==> src/rtl/disp_mask_pkg.sv <==
// Shared types and constants for the display mask controller.
package disp_mask_pkg;

  // Mask sequencing mode as written to CTRL[1:0]
  typedef enum logic [1:0] {
    MODE_OFF   = 2'd0,
    MODE_ON    = 2'd1,
    MODE_BLINK = 2'd2,
    MODE_PULSE = 2'd3
  } mode_t;

  // Per-frame sequencer states
  typedef enum logic [2:0] {
    S_OFF     = 3'd0,
    S_ON      = 3'd1,
    S_BLK_ON  = 3'd2,
    S_BLK_OFF = 3'd3,
    S_PULSE   = 3'd4,
    S_PDONE   = 3'd5
  } state_t;

  // Slot register addresses (addr[2:0])
  localparam logic [2:0] ADDR_CTRL   = 3'd0;
  localparam logic [2:0] ADDR_PERIOD = 3'd1;
  localparam logic [2:0] ADDR_BORDER = 3'd2;
  localparam logic [2:0] ADDR_WIN    = 3'd3;
  localparam logic [2:0] ADDR_STATUS = 3'd4;

  // Reset values
  localparam logic [11:0] BORDER_RST = 12'hfff;
  localparam logic [7:0]  PERIOD_RST = 8'd1;

  // Terminal frame count for a period; a period of 0 behaves like 1
  function automatic logic [7:0] period_last(input logic [7:0] period);
    period_last = (period == 8'd0) ? 8'd0 : period - 8'd1;
  endfunction

endpackage

==> src/rtl/frame_tick_gen.sv <==
// Frame-start detector: one-clk pulse on the first cycle the pixel
// counter sits at (0,0), no matter how many clks each pixel lasts.
module frame_tick_gen (
  input  logic        clk,
  input  logic        reset,
  input  logic [10:0] x,
  input  logic [10:0] y,
  output logic        frame_tick
);

  logic zero;
  logic z_q;

  assign zero = (x == 11'd0) && (y == 11'd0);

  // Remember whether the previous cycle was already at (0,0); resetting to 1
  // suppresses a spurious tick when reset releases at the origin
  always_ff @(posedge clk or negedge reset) begin
    if (!reset) begin
      z_q <= 1'b1;
    end else begin
      z_q <= zero;
    end
  end

  assign frame_tick = zero && !z_q;

endmodule

==> src/rtl/disp_mask_ctrl.sv <==
// Display mask controller: double-buffered slot registers that commit at
// frame start, plus a per-frame sequencer driving the mask enable.
module disp_mask_ctrl
  import disp_mask_pkg::*;
#(
  parameter int unsigned H_ACTIVE = 640
) (
  input  logic        clk,
  input  logic        reset,
  input  logic [10:0] x,
  input  logic [10:0] y,
  input  logic        cs,
  input  logic        write,
  input  logic [13:0] addr,
  input  logic [31:0] wr_data,
  output logic [31:0] rd_data,
  output logic        mask_en,
  output logic [11:0] border_rgb,
  output logic [10:0] win_lo,
  output logic [10:0] win_hi,
  output logic        frame_tick
);

  localparam logic [10:0] WIN_HI_RST = 11'(H_ACTIVE - 1);

  logic [2:0]  sel;
  logic        wr_en;
  logic        wr_go;
  logic [7:0]  p_last;

  // Pending (software-visible) copies
  mode_t       mode_p_q;
  logic [7:0]  period_p_q;
  logic [11:0] border_p_q;
  logic [10:0] win_lo_p_q;
  logic [10:0] win_hi_p_q;

  // Committed copies driving the datapath
  logic [11:0] border_rgb_q;
  logic [10:0] win_lo_q;
  logic [10:0] win_hi_q;

  // Sequencer state
  state_t      state_q;
  logic [7:0]  fcnt_q;
  logic        go_pend_q;
  logic        done_q;
  logic        mask_en_q;

  logic        busy;
  logic        phase;
  logic        unused_bits;

  assign sel   = addr[2:0];
  assign wr_en = cs && write;
  assign wr_go = wr_en && (sel == ADDR_CTRL) && wr_data[2];

  // The sequencer uses the values being committed at the same tick
  assign p_last = period_last(period_p_q);

  assign busy  = (state_q == S_PULSE);
  assign phase = (state_q == S_BLK_ON);

  // Upper address bits and unmapped data bits are intentionally ignored
  assign unused_bits = ^{addr[13:3], wr_data[31:27], wr_data[15:12]};

  frame_tick_gen u_tick (
    .clk        (clk),
    .reset      (reset),
    .x          (x),
    .y          (y),
    .frame_tick (frame_tick)
  );

  // Slot writes land in the pending registers
  always_ff @(posedge clk or negedge reset) begin
    if (!reset) begin
      mode_p_q   <= MODE_OFF;
      period_p_q <= PERIOD_RST;
      border_p_q <= BORDER_RST;
      win_lo_p_q <= 11'd0;
      win_hi_p_q <= WIN_HI_RST;
    end else if (wr_en) begin
      case (sel)
        ADDR_CTRL:   mode_p_q   <= mode_t'(wr_data[1:0]);
        ADDR_PERIOD: period_p_q <= wr_data[7:0];
        ADDR_BORDER: border_p_q <= wr_data[11:0];
        ADDR_WIN: begin
          win_lo_p_q <= wr_data[10:0];
          win_hi_p_q <= wr_data[26:16];
        end
        default: ;
      endcase
    end
  end

  // Committed registers copy pending at frame start; a write in the tick
  // cycle is not yet in pending, so it waits for the following frame
  always_ff @(posedge clk or negedge reset) begin
    if (!reset) begin
      border_rgb_q <= BORDER_RST;
      win_lo_q     <= 11'd0;
      win_hi_q     <= WIN_HI_RST;
    end else if (frame_tick) begin
      border_rgb_q <= border_p_q;
      win_lo_q     <= win_lo_p_q;
      win_hi_q     <= win_hi_p_q;
    end
  end

  // Per-frame sequencer with registered mask enable, go latch and done flag
  always_ff @(posedge clk or negedge reset) begin
    if (!reset) begin
      state_q   <= S_OFF;
      fcnt_q    <= 8'd0;
      go_pend_q <= 1'b0;
      done_q    <= 1'b0;
      mask_en_q <= 1'b0;
    end else begin
      // A go in the tick cycle is kept for the next frame
      if (wr_go) begin
        go_pend_q <= 1'b1;
        done_q    <= 1'b0;
      end else if (frame_tick) begin
        go_pend_q <= 1'b0;
      end

      if (frame_tick) begin
        case (mode_p_q)
          MODE_OFF: begin
            state_q   <= S_OFF;
            fcnt_q    <= 8'd0;
            mask_en_q <= 1'b0;
          end
          MODE_ON: begin
            state_q   <= S_ON;
            fcnt_q    <= 8'd0;
            mask_en_q <= 1'b1;
          end
          MODE_BLINK: begin
            if ((state_q == S_BLK_ON) || (state_q == S_BLK_OFF)) begin
              if (fcnt_q == p_last) begin
                fcnt_q    <= 8'd0;
                state_q   <= (state_q == S_BLK_ON) ? S_BLK_OFF : S_BLK_ON;
                mask_en_q <= (state_q != S_BLK_ON);
              end else begin
                fcnt_q    <= fcnt_q + 8'd1;
                mask_en_q <= (state_q == S_BLK_ON);
              end
            end else begin
              state_q   <= S_BLK_ON;
              fcnt_q    <= 8'd0;
              mask_en_q <= 1'b1;
            end
          end
          MODE_PULSE: begin
            if (state_q == S_PULSE) begin
              // A go seen here is dropped: pulses are not queued
              if (fcnt_q == p_last) begin
                state_q   <= S_PDONE;
                fcnt_q    <= 8'd0;
                done_q    <= 1'b1;
                mask_en_q <= 1'b0;
              end else begin
                fcnt_q    <= fcnt_q + 8'd1;
                mask_en_q <= 1'b1;
              end
            end else if (go_pend_q) begin
              state_q   <= S_PULSE;
              fcnt_q    <= 8'd0;
              mask_en_q <= 1'b1;
            end else begin
              state_q   <= S_PDONE;
              fcnt_q    <= 8'd0;
              mask_en_q <= 1'b0;
            end
          end
          default: ;
        endcase
      end
    end
  end

  // Read mux returns pending copies; STATUS reports live sequencer state
  always_comb begin
    rd_data = 32'd0;
    case (sel)
      ADDR_CTRL:   rd_data = {30'd0, mode_p_q};
      ADDR_PERIOD: rd_data = {24'd0, period_p_q};
      ADDR_BORDER: rd_data = {20'd0, border_p_q};
      ADDR_WIN:    rd_data = {5'd0, win_hi_p_q, 5'd0, win_lo_p_q};
      ADDR_STATUS: rd_data = {21'd0, fcnt_q, done_q, phase, busy};
      default:     rd_data = 32'd0;
    endcase
  end

  assign mask_en    = mask_en_q;
  assign border_rgb = border_rgb_q;
  assign win_lo     = win_lo_q;
  assign win_hi     = win_hi_q;

endmodule

==> config.mk <==
export PLATFORM = sky130hd
export DESIGN_NAME = disp_mask_ctrl
export DESIGN_NICKNAME = d
export VERILOG_FILES = /design/src/rtl/disp_mask_pkg.sv /design/src/rtl/frame_tick_gen.sv /design/src/rtl/disp_mask_ctrl.sv
export SDC_FILE = /design/constraint.sdc
export NUM_CORES = 1
export LEC_CHECK = 0
export CAP_MARGIN = 10
export CORE_UTILIZATION = 40
export DETAILED_ROUTE_END_ITERATION = 6
export PLACE_DENSITY = 0.81
export SYNTH_ARGS = -nofsm -noshare
export SYNTH_HDL_FRONTEND = slang
export SYNTH_HIERARCHICAL = 1
export SYNTH_SLANG_ARGS = --single-unit
export TNS_END_PERCENT = 10
==> constraint.sdc <==
create_clock -name clk -period 3.1 [get_ports clk]
set_input_delay 0.775 -clock clk [delete_from_list [all_inputs] [get_ports clk]]
set_output_delay 0.775 -clock clk [all_outputs]
set_load 0.005 [all_outputs]
==> flow_summary.ini <==
[layout]
commonest_non_fill_non_tap_cell_in_the_layout = sky130_fd_sc_hd__clkdlybuf4s50_1
design_area_sq_um = 6480
areaGrowthSynthToFinish_pct = 38.0
final_core_util_pct = 56.7
final_net_count = 606
final_layout_size_suffix_gt1_share_pct = 38.0
antenna_cells = 0
most-common-layout-cells = 84 x sky130_fd_sc_hd__clkdlybuf4s50_1, 82 x sky130_fd_sc_hd__mux2_2, 51 x sky130_fd_sc_hd__dfrtp_1, 42 x sky130_fd_sc_hd__dfstp_2, 32 x sky130_fd_sc_hd__buf_4

[synth]
synth-edff-count = 0
seq_area_frac_synth_pct = 50.7
synthArstFlopShare_pct = 100
synthesis.area_sq_um = 4690
ys_top_cells_by_area = sky130_fd_sc_hd__dfrtp_1 27%, sky130_fd_sc_hd__dfstp_2 24%, sky130_fd_sc_hd__mux2_2 20%
synth_warn = 6
synth_cell_types = 58
synth_area_leader = sky130_fd_sc_hd__dfrtp_1
dominantRegCellSynth = sky130_fd_sc_hd__dfrtp_1
ys_ff_latch = 93
syn-instance-count = 397
syn_area_cell_sq_um = 11.8
synth_largest_type_area_fraction_pct = 27.2

[global_route]
global_route_total_overflow = 0
grt_antenna_before_repair = 0
grt_pass1_vias = 3778
grt_start_max_net_pins = 50
grt_use_total_pct = 20.2
grt_pass1_wl_um = 18500

[sta]
layout_worst_path_cycle_share_pct = 106
grt_setup_unrepaired = true
final.min_clock_period_ns = 3.27
final-hold-violation-count = 0
setup_slack_ns = -0.171
worst_slew_pin_slew_ns = 0.635
setup_viol_count_final = 6
clock-skew-final_ns = 0.00499
remaining_max_slew_budget_at_the_tightest_pin_pct = 57.1
slew_viol_final = 0
max_freq_ghz = 0.306

[placed_design]
io_buffers = 110
detailed_place_hpwl_um = 8350
place_area_sq_um = 6110
gp_congestion = 0.891
dp_worst_setup_slack_ns = -0.306

[worst_setup_path]
worstSetupEndpointType = primary output
crit-reg2reg-launch = period_p_q[1]
worst_ep_arrival_time_ns = 2.50
startpoint = addr[1]
highest_fanout_seen_on_the_critical_path = 5
critical_path.most_common_cell = sky130_fd_sc_hd__buf_4
worstPathCellList = clkdlybuf4s50_1 > buf_6 > buf_4 > buf_4 > mux4_2 > mux2_2 > buf_2
r2r_slack_ns = 0.29
max_stage_delay_cell_worst_path = sky130_fd_sc_hd__clkdlybuf4s50_1
crit_path_end = rd_data[1]
worst_ep_required_time_ns = 2.32
timing.critical_path.slowest_cell_delay_ns = 0.47
worst_setup_path_start_kind = primary input
r2r-end = mask_en
rr_worst_depth = 8
path_class = in -> out

[cts]
cts_tree = built
worstSkewPairLatency_ns = 0.35
number_of_sinks_driven_by_the_clock_tree = 93
ctsHoldBuffers = 0
cts.clk_slew.worst_paths_ns = 0.07
ctsHtreeMaxLevel = 3
maximum_number_of_buffers_from_clock_root_to_sink = 2
clock_buffers_created_by_tritoncts = 9
clk_root_buf = sky130_fd_sc_hd__clkbuf_16

[floorplan]
top_level_ports = 140
die_height_um = 110
core_ar_sq_um = 11400
start_util_pct = 41.1
fp.dieW_um = 110
rows = 39
dieArea_sq_um = 12200

[status]
status = finished, violations left
failed_checks = setup timing

[pwr]
worst_ir_drop_vdd_mv = 0.438
cell_pwr_density_nw_per_um2 = 494
power_mw = 3.20
static-leakage-power_nw = 2.78

[run]
number_of_max_capacitance_violations_reported = 0

[detailed_routing]
drc = 0
drt_pre_antenna_iters = 5
antenna_violating_nets_post_route = 0
route.vias.total = 3680
initialDrtViolationCount = 193
total_routed_length_um = 11800
drt-wirelength-per-cell_um = 17.3
routed_via_density = 5.41

[hold_path]
worstHoldPathType = in -> async
-- how the worst min path moves through the flow --
stage / cells past startpoint / startpoint / slack, ns / endpoint
after floorplan: 1 / done_q / 0.46 / done_q
after global placement: 1 / win_lo[0] / 0.49 / win_lo[0]
after detailed placement: 1 / win_lo[5] / 0.49 / win_lo[5]
after CTS: 1 / reset / 0.26 / fcnt_q[0]
after global routing: 1 / reset / 0.27 / win_lo[7]
final: 1 / reset / 0.26 / win_lo[7]
-- cells by family after synthesis --
kind of cell / share of synthesized area [%]
adders and majority gates: 0.533
buffers and inverters: 4.26
AOI/OAI and AO/OA: 9.04
DFF: 50.7
xor gates and xnor gates: 1.49
other: 0.0799
and+or+nand+nor: 12.0
muxes: 21.9
-- repair_timing --
| item | 4_1_cts | 5_1_grt |
|---|---|---|
| buffers inserted | 2 | 4 |
| gates resized for setup | 35 | 21 |
| setup endpoints to repair | 24 | 24 |
| pin swaps | 3 | 3 |
-- worst max-delay path, delay by kind of cell --
| family | cells | cell delay [ns] |
|---|---|---|
| buf+inv | 5 | 0.96 |
| mux | 2 | 0.74 |
-- report_power, final --
| part | internal, mW | total (mW) | switching [mW] |
|---|---|---|---|
| clock | 0.571 | 1.06 | 0.485 |
| combinational | 0.332 | 0.599 | 0.268 |
| sequential | 1.40 | 1.55 | 0.151 |
-- synthesized netlist by cell type, types with 2 or more instances --
cell type / number
sky130_fd_sc_hd__and3_1: 3
sky130_fd_sc_hd__mux2i_1: 6
sky130_fd_sc_hd__nor2_1: 6
sky130_fd_sc_hd__dfrtp_1: 51
sky130_fd_sc_hd__dfstp_2: 42
sky130_fd_sc_hd__xnor2_1: 4
sky130_fd_sc_hd__or4_1: 2
sky130_fd_sc_hd__mux2_2: 82
sky130_fd_sc_hd__ha_1: 2
sky130_fd_sc_hd__nand2_1: 23
sky130_fd_sc_hd__and2_1: 12
sky130_fd_sc_hd__o31ai_1: 3
sky130_fd_sc_hd__buf_4: 9
sky130_fd_sc_hd__nor3b_1: 4
sky130_fd_sc_hd__xor2_1: 4
sky130_fd_sc_hd__o211ai_1: 2
sky130_fd_sc_hd__nor4_2: 3
sky130_fd_sc_hd__o21a_1: 2
sky130_fd_sc_hd__nor4_1: 9
sky130_fd_sc_hd__a31oi_1: 3
sky130_fd_sc_hd__nand2b_1: 4
sky130_fd_sc_hd__nand3_1: 11
sky130_fd_sc_hd__a21o_1: 2
sky130_fd_sc_hd__o22ai_1: 5
sky130_fd_sc_hd__nor3_1: 9
sky130_fd_sc_hd__buf_1: 4
sky130_fd_sc_hd__inv_1: 11
sky130_fd_sc_hd__o21ai_0: 20
sky130_fd_sc_hd__mux4_2: 2
sky130_fd_sc_hd__a22oi_1: 6
sky130_fd_sc_hd__nor2b_1: 3
sky130_fd_sc_hd__nand4_1: 2
sky130_fd_sc_hd__clkbuf_1: 16
sky130_fd_sc_hd__a21oi_1: 6
-- flip-flops by register name (all words and copies together) (netlist names) --
register,flops
border_p_q,12
border_rgb,12
win_hi,11
win_hi_p_q,11
win_lo,11
win_lo_p_q,11
fcnt_q,8
period_p_q,8
state_q,3
mode_p_q,2
done_q,1
go_pend_q,1
mask_en,1
u_tick/z_q,1
-- stage by stage --
| stage | hold WS [ns] | setup TNS [ns] | instances |
|---|---|---|---|
| final | 0.262 | -0.692 | 680 |
| after global placement | 0.493 | -5.38 | 658 |
| after detailed placement | 0.494 | -7.01 | 658 |
| after global routing | 0.267 | -1.12 | 680 |
| after CTS | 0.262 | -0.953 | 676 |
| after floorplan | 0.463 | 0 | 405 |
-- area by class of cell --
type                    instances  area, sq um
well taps                     143          179
repair buffers                147         1380
fillers                       937         4940
flip-flops and latches         93         2380
clock buffers                  10          239
multi-input cells             270         2210
clock inverters                 6         47.5
inverters                      11         41.3
-- per-layer routing --
| metal | global-route usage (%) | wire, um | vias up |
|---|---|---|---|
| met4 | 9.96 | 321 | 0 |
| met3 | 4.00 | 667 | 28 |
| met5 | 0 | 0 | - |
| li1 | - | - | 1704 |
| met1 | 24.2 | 4920 | 1821 |
| met2 | 34.4 | 5870 | 127 |
Power figures use the tool's default switching activity.
==> patch, RTL diff (same settings) <==
Encoding of `state_t`: now one-hot (6 bits for 6 states).
--- a/src/rtl/disp_mask_pkg.sv
+++ b/src/rtl/disp_mask_pkg.sv
@@ -12,9 +12,9 @@
   // Per-frame sequencer states
-  typedef enum logic [2:0] {
-    S_OFF     = 3'd0,
-    S_ON      = 3'd1,
-    S_BLK_ON  = 3'd2,
-    S_BLK_OFF = 3'd3,
-    S_PULSE   = 3'd4,
-    S_PDONE   = 3'd5
+  typedef enum logic [5:0] {
+    S_OFF     = 6'b000001,
+    S_ON      = 6'b000010,
+    S_BLK_ON  = 6'b000100,
+    S_BLK_OFF = 6'b001000,
+    S_PULSE   = 6'b010000,
+    S_PDONE   = 6'b100000
   } state_t;
Formal check against the unedited RTL: same outputs for any inputs over 4 cycles, from zero or initial values and one cycle with reset low; so few cycles prove little.
==> patch against the unedited design <==
The run ends with design-rule violations, negative setup slack left. Synthesized area rose by 3.5%. Power is 1.6% higher. Largest cell class unchanged. Via count up 2.4%. Critical path type unchanged. Setup slack better by 100 ps. Design area increased by 0.33%. Sequential cell count is 3 higher. Routed wire length grew 4.5%.
==> patch: results (changes against the unedited design) <==
Timing
  • # setup viols final: 12 (was 6)
  • Final Worst Setup Slack: -67.7 ps (was -171 ps)
  • Worst-margin pin slew: 643 ps (was 635 ps)
  • Setup TNS: -390 ps (was -692 ps)

Logic synthesis
  • Adder-cell share of the synthesized area: 0.515% (was 0.533%)
  • Xor/xnor share of the synthesized area: 0.721% (was 1.49%)
  • Post-synth top cells: 75 x mux2_2, 53 x dfrtp_1, 43 x dfstp_2 (was 82 x mux2_2, 51 x dfrtp_1, 42 x dfstp_2)
  • Mux contribution to synthesized area: 19.7% (was 21.9%)
  • Synth area leaders: dfrtp_1 27%, dfstp_2 23%, mux2_2 17% (was dfrtp_1 27%, dfstp_2 24%, mux2_2 20%)
  • Distinct cells, synth: 65 (was 58)
  • Avg Cell Area, Syn: 12.0 µm² (was 11.8 µm²)

Setup path
  • FF-to-FF End: state_q[3] (was mask_en)
  • R2R cell count: 10 (was 8)
  • Crit Path Max Fanout: 11 (was 5)
  • CP arrival: 2390 ps (was 2500 ps)
  • R2R Setup Slk: 230 ps (was 290 ps)

GRT
  • First-pass GRT wire length: 19900 µm (was 18500 µm)
  • Initial antenna violation count: 1 (was 0)
  • Total global-route track usage: 20.6% (was 20.2%)
  • Vias in the first global route: 3954 (was 3778)

Status
  • Violated checks: design-rule violations, negative setup slack (was negative setup slack)
  • Status: complete, but fails checks (unchanged)

Placed design
  • Dpl cells: 659 (was 658)
  • Placed cell area: 6190 µm² (was 6110 µm²)
  • Final Wtd Congestion: 0.886 (was 0.891)
  • Pre-CTS WS: -237 ps (was -306 ps)
  • Hpwl dp: 8750 µm (was 8350 µm)

Clock tree
  • Post CTS Setup Buffer Count: 0 (was 2)
  • Cts repair resizes: 14 (was 35)

Cells and area
  • Share of layout cells above drive strength 1: 33.1% (was 38.0%)
  • Finished Layout Cells: 676 (was 680)
  • Nets@finish: 601 (was 606)

Power and ir drop
  • Maximum VDD drop: 0.000330 V (was 0.000438 V)
  • Pleak: 0.00283 µW (was 0.00278 µW)

Drt
  • DRC violations left: 4 (was 0)
  • Router iterations before antenna repair: 6 (was 5)
  • Routed WL: 12300 µm (was 11800 µm)
  • Routed vias/inst: 5.57 (was 5.41)
[patch: worst max-delay path: stages]
cell	delay, ps
clkdlybuf4s50_1	500
nor2b_2	210
buf_4	200
and3_1	190
clkdlybuf4s50_1	520
[patch: per-layer routing]
layer | GRT usage, % | share of wire, %
met5 | 0 | 0
met4 | 9.87 | 2.2
met3 | 7.61 | 10
met2 | 33.3 | 48
met1 | 24.3 | 40
[patch: power breakdown]
part	switching, µW	leakage [µW]	total (µW)	internal, µW
Clock	491	0.000133	1040	547
Combinational	278	0.00155	626	348
Sequential	155	0.00114	1590	1440
Total	924	0.00283	3250	2330
[patch: layout make-up]
cell class | count | area [µm²]
Antenna cell | 1 | 2.50
Clock inverter | 6 | 43.8
Multi-Input combinational cell | 279 | 2260
Fill cell | 985 | 5110
Clock buffer | 10 | 229
Tap cell | 143 | 179
Timing Repair Buffer | 134 | 1300
Sequential cell | 96 | 2460
Inverter | 7 | 26.3
